<file path="src/rtl/interface_tile_mc.sv">
// interface_tile_mc: per-channel FWFT FIFOs with stream ports, SoC register access and level/error interrupts
module interface_tile_mc #(
  parameter int DATA_WIDTH = 32,
  parameter int ADDR_WIDTH = 16,
  parameter int NUM_CH     = 4,
  parameter int FIFO_DEPTH = 16
) (
  input  logic                         clock,
  input  logic                         reset_n,
  input  logic                         soc_valid,
  input  logic                         soc_write,
  input  logic [ADDR_WIDTH-1:0]        soc_addr,
  input  logic [DATA_WIDTH-1:0]        soc_wdata,
  output logic [DATA_WIDTH-1:0]        soc_rdata,
  output logic                         soc_ready,
  input  logic [NUM_CH-1:0]            in_valid,
  input  logic [NUM_CH*DATA_WIDTH-1:0] in_data,
  output logic [NUM_CH-1:0]            in_ready,
  output logic [NUM_CH-1:0]            out_valid,
  output logic [NUM_CH*DATA_WIDTH-1:0] out_data,
  input  logic [NUM_CH-1:0]            out_ready,
  output logic                         irq
);
  localparam int PW = $clog2(FIFO_DEPTH);
  localparam int LW = PW + 1;
  localparam logic [DATA_WIDTH-1:0] BAD = DATA_WIDTH'(32'hDEAD_BEEF);
  localparam logic [ADDR_WIDTH-1:0] A_CTRL = ADDR_WIDTH'(12'h000);
  localparam logic [ADDR_WIDTH-1:0] A_MODE = ADDR_WIDTH'(12'h004);
  localparam logic [ADDR_WIDTH-1:0] A_THR  = ADDR_WIDTH'(12'h008);
  localparam logic [ADDR_WIDTH-1:0] A_IEN  = ADDR_WIDTH'(12'h00C);
  localparam logic [ADDR_WIDTH-1:0] A_STAT = ADDR_WIDTH'(12'h010);
  logic [NUM_CH-1:0] en, mode, en_lvl, en_err, st_lvl, st_err;
  logic [NUM_CH-1:0] full, empty, s_push, s_pop, c_push, c_pop, ovf, udf, hit_lvl, hit_dat, lvl_hit;
  logic [DATA_WIDTH-1:0] thresh, rdata_n;
  logic [NUM_CH*LW-1:0] level_v;
  logic [NUM_CH*DATA_WIDTH-1:0] head_v;
  logic req, wr, rd, flush;
  assign req   = soc_valid & ~soc_ready;
  assign wr    = req & soc_write;
  assign rd    = req & ~soc_write;
  assign flush = wr && soc_addr == A_CTRL && soc_wdata[16];
  for (genvar c = 0; c < NUM_CH; c++) begin : g_ch
    logic [DATA_WIDTH-1:0] mem [FIFO_DEPTH];
    logic [PW-1:0] wptr, rptr;
    logic [LW-1:0] lvl;
    logic push, pop;
    assign full[c]    = lvl == LW'(FIFO_DEPTH);
    assign empty[c]   = lvl == '0;
    assign hit_lvl[c] = soc_addr == ADDR_WIDTH'(12'h040 + 4 * c);
    assign hit_dat[c] = soc_addr == ADDR_WIDTH'(12'h100 + 4 * c);
    assign in_ready[c]  = en[c] & ~full[c];
    assign out_valid[c] = en[c] & ~mode[c] & ~empty[c];
    assign s_push[c] = in_valid[c] & in_ready[c];
    assign s_pop[c]  = out_valid[c] & out_ready[c];
    assign c_push[c] = wr & hit_dat[c] & ~full[c] & ~s_push[c];
    assign ovf[c]    = wr & hit_dat[c] & (full[c] | s_push[c]);
    assign c_pop[c]  = rd & hit_dat[c] & mode[c] & ~empty[c];
    assign udf[c]    = rd & hit_dat[c] & empty[c];
    assign lvl_hit[c] = thresh != '0 && DATA_WIDTH'(lvl) >= thresh;
    assign push = s_push[c] | c_push[c];
    assign pop  = s_pop[c] | c_pop[c];
    assign level_v[c*LW +: LW] = lvl;
    assign head_v[c*DATA_WIDTH +: DATA_WIDTH] = mem[rptr];
    assign out_data[c*DATA_WIDTH +: DATA_WIDTH] = empty[c] ? '0 : mem[rptr];
    always_ff @(posedge clock or negedge reset_n)
      if (!reset_n) begin
        wptr <= '0;
        rptr <= '0;
        lvl  <= '0;
      end else if (flush) begin
        wptr <= '0;
        rptr <= '0;
        lvl  <= '0;
      end else begin
        wptr <= wptr + PW'(push);
        rptr <= rptr + PW'(pop);
        lvl  <= lvl + LW'(push) - LW'(pop);
      end
    always_ff @(posedge clock)
      if (push) mem[wptr] <= s_push[c] ? in_data[c*DATA_WIDTH +: DATA_WIDTH] : soc_wdata;
  end
  always_comb begin
    rdata_n = soc_addr == A_CTRL ? DATA_WIDTH'(en) :
              soc_addr == A_MODE ? DATA_WIDTH'(mode) :
              soc_addr == A_THR  ? thresh :
              soc_addr == A_IEN  ? DATA_WIDTH'({en_err, 8'(en_lvl)}) :
              soc_addr == A_STAT ? DATA_WIDTH'({st_err, 8'(st_lvl)}) : BAD;
    for (int i = 0; i < NUM_CH; i++) begin
      if (hit_lvl[i]) rdata_n = DATA_WIDTH'(level_v[i*LW +: LW]);
      if (hit_dat[i]) rdata_n = empty[i] ? BAD : head_v[i*DATA_WIDTH +: DATA_WIDTH];
    end
  end
  always_ff @(posedge clock or negedge reset_n)
    if (!reset_n) begin
      soc_ready <= 1'b0;
      soc_rdata <= '0;
      en        <= '0;
      mode      <= '0;
      thresh    <= '0;
      en_lvl    <= '0;
      en_err    <= '0;
      st_lvl    <= '0;
      st_err    <= '0;
      irq       <= 1'b0;
    end else begin
      soc_ready <= req;
      soc_rdata <= rd ? rdata_n : '0;
      if (wr && soc_addr == A_CTRL) en <= soc_wdata[NUM_CH-1:0];
      if (wr && soc_addr == A_MODE) mode <= soc_wdata[NUM_CH-1:0];
      if (wr && soc_addr == A_THR) thresh <= soc_wdata;
      if (wr && soc_addr == A_IEN) begin
        en_lvl <= soc_wdata[NUM_CH-1:0];
        en_err <= soc_wdata[NUM_CH+7:8];
      end
      st_lvl <= lvl_hit;
      st_err <= (st_err & ~((wr && soc_addr == A_STAT) ? soc_wdata[NUM_CH+7:8] : '0)) | ovf | udf;
      irq    <= |({st_err, st_lvl} & {en_err, en_lvl});
    end
endmodule

</file>
<file path="config.mk">
export PLATFORM = sky130hd
export DESIGN_NAME = interface_tile_mc
export DESIGN_NICKNAME = d
export VERILOG_FILES = /design/src/rtl/interface_tile_mc.sv
export SDC_FILE = /design/constraint.sdc
export NUM_CORES = 2
export LEC_CHECK = 0
export CELL_PAD_IN_SITES_DETAIL_PLACEMENT = 0
export CELL_PAD_IN_SITES_GLOBAL_PLACEMENT = 2
export CORE_UTILIZATION = 50
export CTS_CLUSTER_SIZE = 16
export DETAILED_ROUTE_END_ITERATION = 8
export DONT_BUFFER_PORTS = 1
export GPL_ROUTABILITY_DRIVEN = 0
export HOLD_SLACK_MARGIN = 0.02
export PLACE_DENSITY_LB_ADDON = 0.15
export SLEW_MARGIN = 20
export SYNTH_ARGS = -nofsm -noshare
export SYNTH_HDL_FRONTEND = slang
export SYNTH_SLANG_ARGS = --single-unit
</file>
<file path="constraint.sdc">
create_clock -name clock -period 6.22 [get_ports clock]
set_clock_uncertainty 0.15 [all_clocks]
set_input_delay 0.311 -clock clock [delete_from_list [all_inputs] [get_ports clock]]
set_output_delay 0.311 -clock clock [all_outputs]
set_load 0.01 [all_outputs]
</file>
==> summary.txt <==
Cell taking the most area after synthesis = edfxtp_1
Outcome = completed
Post-CTS Setup Inserts = 0
Fmax = 0.209 GHz
Core area = 172,000 um^2
Clock transition at path regs = 0.06 ns
Arrival @ worst endpoint = 4.32 ns
Starting Density = 50.6%
Initial antenna violation count = 45
Most common cell after layout, fill and taps aside = edfxtp_1
CTS tree = built
Clock latency on the worst-skew pair = 0.86 ns
Final Util = 58.8%
Sw Share = 20.5%
Mean Syn Cell Area = 20.8 um^2
Vias in the first global route = 45,100
Main flop type after synthesis = edfxtp_1
Syn Inst Count = 4,204
Peak supply drop = 0.000326 V
Max_slew headroom = 10.6%
Setup TNS = 0 ns
Dpl hpwl = 169,000 um
Pin count of the biggest net entering global routing = 118
CP endpoint kind = output port
Final Cycle Share = 76.9%
Fin. max-slew vios = 0
Routed len/inst = 36.7 um
Total track usage = 30.2%
Avg Vias per Cell = 6.37
DR iter-0 viols = 5,131
Worst Path Max Fanout = 51
Power Dens Cells = 295 nW/um^2
Final Hold Viols = 0
Switch Pwr = 6.14 mW
Leading cell types in the layout, fill and taps excluded = edfxtp_1 (2,048), mux4_2 (553), dlygate4sd3_1 (233)
Number of flops mapped to enable cells by yosys = 2,048
CP Launch Type = register
Pint = 23.8 mW
Synth area leaders = edfxtp_1 (70%), mux4_2 (14%), dfrtp_1 (4.1%)
Slew @ Worst Pin = 1.34 ns
Num CTS Buffers = 220
First-pass GRT wire length = 363,000 um
Setup violators final = 0
Grt total ovfl = 0
Buffers on Ports = 0
Via count = 45,600
Setup CP Type = register to output port
Layout cells sized above 1 = 27.7%
FILL cells = 12,600
Top cell type's share of synthesized area = 70.4%
Clock group share of total power = 43.1%
Die width = 420 um
Gate power share = 2.6%
Synth Register Bits = 2,190
# DRC = 0
HP Class = input pin to register
Post-synthesis sequential area ratio = 74.5%
Clk buf depth = 3
Hold_ws = 0.0622 ns
Post-route antenna net violation count = 0
Sequential power share = 54.2%
Asr flop ratio synth = 6.48%
Max-cap viol count = 0
1st-pass router iterations = 5
# nets final = 4,875
P_leak = 32.3 nW
Tmin final = 4.78 ns
Final wirelength = 263,000 um
Die footprint = 176,000 um^2
Die height = 420 um
Post-Syn Area = 87,300 um^2
Row Count = 152
Root Buffer = clkbuf_16
Top Ports = 358
Synth warnings = 0
Clock tree sinks = 2,190
Synth-to-layout area growth = 16.2%
RSZ-0062 raised after global routing = false
Critical Path RT = 5.76 ns
Synth Net Count = 4,456
H-tree levels = 4
Count of cell types in the netlist = 63
==> worst max-delay path: stages, from the launching register on <==
cell and delay [ns]:
dfrtp_4 0.98, buf_4 0.49, mux4_2 0.37, a22o_1 0.24, a221oi_1 1.01, nor2_1 0.26
==> metal layers <==
metal	vias to the layer above	global-route usage, %	share of wire [%]
met1	24600	40.1	38
met5	-	0	0.043
met4	18	13.6	4.6
met3	485	6.99	8.1
met2	2068	47.9	49
li1	18500	-	-
==> final timing paths <==
kind / from / to / slack (ns) / depth (start not counted)
worst max-delay path: g_ch[2].rptr[1] / out_data[82] / 1.44 / 5
worst min-delay path: soc_wdata[4] / g_ch[3].mem[12][4] / 0.06 / 2
worst max register to register: g_ch[1].lvl[2] / g_ch[1].mem[7][8] / 2.04 / 10
worst min register to register: thresh[6] / thresh[6] / 0.40 / 1
max in group asynchronous: reset_n / g_ch[3].rptr[1] / 4.80 / 3
min in group asynchronous: reset_n / g_ch[2].rptr[1] / 0.47 / 3
==> power by group through the flow <==
| stage | combinational, mW | sequential, mW | clock, mW |
|---|---|---|---|
| detailed placement | 0.486 | 16.5 | 0 |
| global route | 0.842 | 16.2 | 13.6 |
| finish | 0.788 | 16.2 | 12.9 |
| floorplan | 0.329 | 16.5 | 0 |
| CTS | 0.789 | 16.2 | 13.0 |
| global placement | 0.476 | 16.5 | 0 |
==> cells in the mapped netlist (all sizes together), types with 3 or more instances <==
library cell and instances:
nor4 15, nand3b 5, mux2i 31, and3 20
o22ai 26, buf 86, ha 60, nand2b 15
and2 10, mux4 553, nor2b 88, nand3 26
a32o 3, o21ai 20, clkbuf 144, a31oi 17
o221ai 9, xnor2 20, nor3 45, a22o 36
or3 9, fa 4, nor2 172, a211oi 12
nand2 93, a2bb2oi 6, a21o 16, inv 34
xor2 12, nand4bb 4, a22oi 72, a221oi 40
o211ai 20, nor3b 4, o31ai 3, dfrtp 142
a21oi 56, nand4 10, o21a 4, mux2 186
o22a 3, nor4b 7, edfxtp 2048
==> per-stage QoR <==
step / total power [mW] / instances / cell area, um^2 / setup WS, ns
6_report: 29.9 / 7162 / 101000 / 1.44
3_5_place_dp: 17.0 / 6445 / 91300 / 1.70
2_1_floorplan: 16.8 / 4204 / 87300 / 1.37
3_3_place_gp: 17.0 / 6437 / 91200 / 1.72
4_1_cts: 30.0 / 7108 / 101000 / 1.22
5_1_grt: 30.6 / 7117 / 101000 / 1.21
==> flip-flops by register name (all words and copies together) (netlist names), 16 cells and up <==
| signal | cells |
|---|---|
| g_ch.lvl | 20 |
| g_ch.mem | 2048 |
| g_ch.rptr | 16 |
| g_ch.wptr | 16 |
| soc_rdata | 32 |
| thresh | 32 |
==> timing repair <==
| action | 4_1_cts | 5_1_grt |
|---|---|---|
| hold buffers | 261 | 0 |
| endpoints found under the hold margin | 2280 | 0 |
| setup endpoints to repair | 0 | 0 |
| gates resized for setup | 0 | 0 |
==> layout make-up <==
class | instances | area [um^2] | area share [%]
Tap cell | 2310 | 2890 | 2.85
Timing Repair Buffer | 427 | 4520 | 4.45
Clock inverter | 103 | 957 | 0.944
Clock buffer | 299 | 6010 | 5.92
Multi-Input combinational cell | 1750 | 21700 | 21.4
Inverter | 34 | 128 | 0.126
Antenna cell | 49 | 123 | 0.121
Sequential cell | 2190 | 65100 | 64.2
==> kinds of logic (layout without fill, tap and decap cells) <==
family / count (synthesis) / count (layout) / share of synthesized area (%)
AO/OA/AOI/OAI: 353 / 353 / 2.92
multiplexers: 770 / 770 / 17.0
flip-flops: 2190 / 2190 / 74.5
XOR/XNOR: 32 / 32 / 0.321
other: 0 / 49 / 0
AND/OR/NAND/NOR: 531 / 531 / 3.03
buffers and inverters: 264 / 863 / 1.23
adder cells (fa/ha/maj): 64 / 64 / 0.952
Power figures use the tool's default switching activity.
